==> config.mk <==
export PLATFORM = sky130hd
export DESIGN_NAME = pwr_event_ctrl
export DESIGN_NICKNAME = d
export VERILOG_FILES = /design/src/rtl/pwr_event_ctrl.sv
export SDC_FILE = /design/constraint.sdc
export NUM_CORES = 1
export LEC_CHECK = 0
export CAP_MARGIN = 20
export CORE_MARGIN = 2
export CORE_UTILIZATION = 43
export DETAILED_ROUTE_END_ITERATION = 10
export GPL_TIMING_DRIVEN = 0
export MAX_ROUTING_LAYER = met4
export PLACE_DENSITY = 0.64
export SKIP_LAST_GASP = 1
export SYNTH_ARGS = -nofsm -noshare
export SYNTH_HDL_FRONTEND = slang
export SYNTH_SLANG_ARGS = --single-unit
==> constraint.sdc <==
create_clock -name CLK_33K_SUSCLK_PLD_R2 -period 7.6 [get_ports CLK_33K_SUSCLK_PLD_R2]
set_input_delay 1.9 -clock CLK_33K_SUSCLK_PLD_R2 [delete_from_list [all_inputs] [get_ports CLK_33K_SUSCLK_PLD_R2]]
set_output_delay 1.9 -clock CLK_33K_SUSCLK_PLD_R2 [all_outputs]
set_load 0.02 [all_outputs]
==> src/rtl/pwr_event_ctrl.sv <==
// rtl/pwr_event_ctrl.sv - power-button front end and PSU on/off sequencer on the suspend clock
module pwr_event_ctrl #(
    parameter int DEBOUNCE_CYC = 660,
    parameter int OVERRIDE_CYC = 131072,
    parameter int PSOK_TMO_CYC = 32768,
    parameter int MIN_OFF_CYC  = 165
) (
    input  logic       CLK_33K_SUSCLK_PLD_R2,
    input  logic       RST_RSMRST_N,
    input  logic       FP_PWR_BTN_N,
    input  logic       FM_BMC_PWRBTN_OUT_N,
    input  logic       PWRGD_PS_PWROK_3V3,
    input  logic       FM_SLPS3_N,
    input  logic       FM_THERMTRIP_CO_N,
    output logic       PsonFromPwrEvent,
    output logic       FM_PCH_PWRBTN_N,
    output logic [1:0] PwrEvtState
);

    localparam int DBW     = $clog2(DEBOUNCE_CYC + 1);
    localparam int OVW     = $clog2(OVERRIDE_CYC + 1);
    localparam int TMR_MAX = (PSOK_TMO_CYC > MIN_OFF_CYC) ? PSOK_TMO_CYC : MIN_OFF_CYC;
    localparam int TMW     = $clog2(TMR_MAX + 1);

    localparam logic [DBW-1:0] DB_LAST  = DBW'(DEBOUNCE_CYC - 1);
    localparam logic [OVW-1:0] OVR_FULL = OVW'(OVERRIDE_CYC);
    localparam logic [TMW-1:0] TMO_LAST = TMW'(PSOK_TMO_CYC - 1);
    localparam logic [TMW-1:0] MIN_LAST = TMW'(MIN_OFF_CYC - 1);

    typedef enum logic [1:0] {
        ST_OFF      = 2'd0,
        ST_PS_WAIT  = 2'd1,
        ST_ON       = 2'd2,
        ST_COOLDOWN = 2'd3
    } state_e;

    // bit order: 0 fp button, 1 bmc button, 2 pwrok, 3 slps3_n, 4 thermtrip_n
    logic [4:0] raw_in;
    logic [4:0] meta_q;
    logic [4:0] sync_q;

    logic [1:0]          db_q;
    logic [1:0][DBW-1:0] db_cnt_q;

    logic           btn;
    logic           btn_q;
    logic           press_q;
    logic [OVW-1:0] held_q;
    logic [OVW-1:0] held_d;

    state_e         state_q;
    state_e         state_d;
    logic [TMW-1:0] tmr_q;
    logic [TMW-1:0] tmr_d;
    logic           pson_q;
    logic           pch_q;

    logic pwrok_s;
    logic slps3_s;
    logic therm_ok_s;

    assign raw_in     = {FM_THERMTRIP_CO_N, FM_SLPS3_N, PWRGD_PS_PWROK_3V3,
                         FM_BMC_PWRBTN_OUT_N, FP_PWR_BTN_N};
    assign pwrok_s    = sync_q[2];
    assign slps3_s    = sync_q[3];
    assign therm_ok_s = sync_q[4];

    // Two-flop synchronisers; idle-high so release from reset looks like "nothing pressed"
    always_ff @(posedge CLK_33K_SUSCLK_PLD_R2 or negedge RST_RSMRST_N) begin
        if (!RST_RSMRST_N) begin
            meta_q <= '1;
            sync_q <= '1;
        end else begin
            meta_q <= raw_in;
            sync_q <= meta_q;
        end
    end

    // Per-button debounce: accept a new level after DEBOUNCE_CYC consecutive differing samples
    always_ff @(posedge CLK_33K_SUSCLK_PLD_R2 or negedge RST_RSMRST_N) begin
        if (!RST_RSMRST_N) begin
            db_q     <= '1;
            db_cnt_q <= '0;
        end else begin
            for (int i = 0; i < 2; i++) begin
                if (sync_q[i] != db_q[i]) begin
                    if (db_cnt_q[i] == DB_LAST) begin
                        db_q[i]     <= ~db_q[i];
                        db_cnt_q[i] <= '0;
                    end else begin
                        db_cnt_q[i] <= db_cnt_q[i] + 1'b1;
                    end
                end else begin
                    db_cnt_q[i] <= '0;
                end
            end
        end
    end

    assign btn = &db_q;

    // Consecutive low-cycle count of the combined button, saturating for the override
    always_comb begin
        held_d = held_q;
        if (btn) begin
            held_d = '0;
        end else if (held_q != OVR_FULL) begin
            held_d = held_q + 1'b1;
        end
    end

    // Falling-edge detect of the combined button and override hold counter
    always_ff @(posedge CLK_33K_SUSCLK_PLD_R2 or negedge RST_RSMRST_N) begin
        if (!RST_RSMRST_N) begin
            btn_q   <= 1'b1;
            press_q <= 1'b0;
            held_q  <= '0;
        end else begin
            btn_q   <= btn;
            press_q <= btn_q & ~btn;
            held_q  <= held_d;
        end
    end

    // Next-state and shared timer; thermtrip always wins, every fault path lands in COOLDOWN
    always_comb begin
        state_d = state_q;
        tmr_d   = tmr_q;
        case (state_q)
            ST_OFF: begin
                if (press_q && therm_ok_s) begin
                    state_d = ST_PS_WAIT;
                    tmr_d   = '0;
                end
            end
            ST_PS_WAIT: begin
                if (!therm_ok_s) begin
                    state_d = ST_COOLDOWN;
                    tmr_d   = '0;
                end else if (pwrok_s) begin
                    state_d = ST_ON;
                end else if (tmr_q == TMO_LAST) begin
                    state_d = ST_COOLDOWN;
                    tmr_d   = '0;
                end else begin
                    tmr_d = tmr_q + 1'b1;
                end
            end
            ST_ON: begin
                if (!therm_ok_s || !pwrok_s || !slps3_s || (held_d == OVR_FULL)) begin
                    state_d = ST_COOLDOWN;
                    tmr_d   = '0;
                end
            end
            ST_COOLDOWN: begin
                if (tmr_q == MIN_LAST) begin
                    if (btn) begin
                        state_d = ST_OFF;
                    end
                end else begin
                    tmr_d = tmr_q + 1'b1;
                end
            end
            default: begin
                state_d = ST_OFF;
                tmr_d   = '0;
            end
        endcase
    end

    // FSM registers; outputs are registered from the next state so they move with the state
    always_ff @(posedge CLK_33K_SUSCLK_PLD_R2 or negedge RST_RSMRST_N) begin
        if (!RST_RSMRST_N) begin
            state_q <= ST_OFF;
            tmr_q   <= '0;
            pson_q  <= 1'b0;
            pch_q   <= 1'b1;
        end else begin
            state_q <= state_d;
            tmr_q   <= tmr_d;
            pson_q  <= (state_d == ST_PS_WAIT) || (state_d == ST_ON);
            pch_q   <= (state_d == ST_COOLDOWN) ? 1'b1 : btn;
        end
    end

    assign PsonFromPwrEvent = pson_q;
    assign FM_PCH_PWRBTN_N  = pch_q;
    assign PwrEvtState      = state_q;

endmodule
==> results.ini <==
[outcome]
status = completed

[worst_setup_path]
crit_buf_inv = 1
r2r-start = held_q[0]
reg2reg_to = tmr_q[14]
criticalPathCategory = register to primary output
cp_slowest_stage_delay_ns = 0.67
crit_required_ns = 5.70
path_cells = clkdlybuf4s50_1
reg2reg_depth = 10
cp-end-kind = primary output
path_delay_family = buffers and inverters
crit_fanout = 9
critPathArrivalTime_ns = 1.51
ff2ff_setup_slack_ns = 4.64
start_kind = register
slowest_stage = clkdlybuf4s50_1

[logic_synthesis]
yosys.area.top_type = dfrtp_1
synth_cell_types = 57
seq_area_frac_synth_pct = 48.11
yosys_warnings = 0
ys_ff_latch = 72
synthCells = 379
synth_top_flop_cell = dfrtp_1
synth_edf_count = 0
syn-num-nets = 393
syn-cell-area_mm2 = 0.003781
syn_avg_cell_area_um2 = 9.977
synth.area.top_cells = dfrtp_1 (38%), dfstp_2 (9.7%), xor2_1 (5.6%), nor2_1 (4.5%), nand3_1 (4.0%)
synth_top_area_share_pct = 38.39
synthArstFlopShare_pct = 100.0

[power_and_ir_drop]
power_leakage_nw = 1.885
ir_drop_mv = 0.1071
power.density_mw_per_mm2 = 177.7

[worst_hold_path]
hp-class = register to register
hold-path-endpoint = sync_q[1]
hold_depth = 0
min_from = meta_q[1]

[global_route]
grt_max_degree = 73
grt-ovfl-total = 0
antenna_found_initial = 0
grt_pass1_wl_mm = 12.96
grt_util_all_layers_pct = 17.10
first_global_vias = 2684

[final_layout]
mostFrequentLayoutCell = dfrtp_1
area_growth_pct = 12.08
fillCellCount = 814
post-route-util_pct = 49.07
final_cell_area_mm2 = 0.004238
drive_above_1_share_pct = 13.33
regArea_mm2 = 0.001819
nets = 414
num_antenna_cells = 0
multi_input_area_mm2 = 0.001856
fin_cells = 513
mostFrequentLayoutCells = dfrtp_1 (58), nor2_1 (45), nand3_1 (30)

[die]
die_h_um = 97.77
initial_core_util_pct = 43.78
io-pin-count = 11
die-width_um = 97.77
rows = 34
fp.dieArea_mm2 = 0.009559
fp.coreArea_mm2 = 0.008636

[route]
drtIter0Drc = 149
first_pass_iters = 4
vias = 2825
post_drt_wl_per_cell_um = 14.43
drtAntennaViolNets = 0
routed_wl_mm = 7.404
drcViolationCount = 0
vias_per_cell = 5.507

[sta]
setup_viol = 0
finalClockSkew_ns = 0.01619
rsz0062_at_grt = no
worst_hold_slack_ns = 0.3445
drv_slew = 0
hold_viol = 0
period_needed_ns = 3.411
slew_headroom_pct = 41.31
final.setup.tns_ns = 0
max_freq_ghz = 0.2932
period_share_pct = 44.88
tightest_slew_ns = 0.8804

[clocking]
root_buffer = clkbuf_8
htree_levels = 3
clk_latency_ns = 0.34
post_cts_buffers = 0
postCtsResizedCells = 0
cts_tree = built
numClockSinks = 72
cts.reportedPaths.clkPinSlew_ns = 0.08
cts.hold.buffers_added = 0
clk_path_buf_depth = 2
numCtsBuffers = 9

[placed_design]
dpl_cell_area_mm2 = 0.004014
hpwlAfterDp_mm = 5.008
gp_congestion = 0.8412
dp_cells = 497
port_buffers = 10

[job]
max_cap_violations = 0

==> worst register-to-register path, delay by kind of cell (launching register included) <==
family                   cells  cell delay [ns]
flip-flops                   1             0.46
buffers and inverters        2             0.29
AO/OA/AOI/OAI                3             0.57
AND/OR/NAND/NOR              4             1.23
adder cells (fa/ha/maj)      1             0.27
==> through the flow <==
stage / setup WS (ns) / power (mW)
after floorplan: 5.100 / 0.4070
after global placement: 2.164 / 0.4199
after detailed placement: 4.549 / 0.4201
after CTS: 4.166 / 0.7624
after global routing: 4.120 / 0.7855
final: 4.189 / 0.7530
==> cells by family after synthesis <==
family / share of synthesized area [%]
muxes: 0.5956
adders and majority gates: 2.316
AOI/OAI and AO/OA: 9.299
and+or+nand+nor: 28.06
xor gates and xnor gates: 8.802
buffers and inverters: 2.812
DFF: 48.11
==> power breakdown <==
group          leakage (nW)  total (mW)  switching [mW]  internal [mW]
Combinational         0.834      0.0171          0.0114        0.00569
Clock                 0.114       0.341           0.138          0.203
Sequential            0.937       0.395         0.00459          0.391
Total                  1.89       0.753           0.154          0.599
==> layout make-up <==
class / count / area share, %
Clock buffer: 13 / 3.750
Multi-Input combinational cell: 284 / 43.79
Timing Repair Buffer: 10 / 2.303
Buffer: 13 / 1.624
Tap cell: 108 / 3.189
Clock inverter: 3 / 1.535
Inverter: 10 / 0.8857
Sequential cell: 72 / 42.93
==> sequential cells by signal, summed over array words and instances (netlist names), 2 cells and up <==
register,cells
meta_q,5
sync_q,5
held_q,18
db_cnt_q,20
db_q,2
tmr_q,16
PwrEvtState,2
==> cells in the mapped netlist, types with 2 or more instances <==
cell type and count:
xnor2_1 14, a21oi_1 3, nor3_1 10, and4_1 4, or3_1 4, and2_1 3, inv_1 9, xor2_1 24
nor4_1 10, nor4bb_1 3, nor4b_1 3, nand4b_1 2, mux2_2 2, nand4_2 4, clkbuf_1 4, nand2_1 29
and3_1 15, a32oi_1 2, ha_1 7, a211o_1 7, dfrtp_1 58, nand3_1 30, a31oi_1 4, buf_2 6
o21ai_0 12, a21o_1 2, a221o_1 4, dfstp_2 14, nor3b_1 5, or2_2 2, nand4_1 7, o21a_1 2
nor2b_1 5, nor2_1 45, nand2b_1 2
==> worst max path at each step <==
stage              startpoint             end  slack (ns)  depth (start not counted)
2_1_floorplan       held_q[0]       tmr_q[14]        5.10                         10
3_3_place_gp     RST_RSMRST_N        tmr_q[6]        2.16                          1
3_5_place_dp   PwrEvtState[0]  PwrEvtState[0]        4.55                          1
4_1_cts        PwrEvtState[1]  PwrEvtState[1]        4.17                          1
5_1_grt        PwrEvtState[1]  PwrEvtState[1]        4.12                          1
6_report       PwrEvtState[1]  PwrEvtState[1]        4.19                          1
==> metal layers <==
metal	wire, µm	vias up	GRT usage [%]
met5	0	-	-
met4	53	0	4.487
met3	244	4	4.223
met2	3408	53	25.57
met1	3698	1367	23.55
li1	-	1401	-
Power figures use the tool's default switching activity.
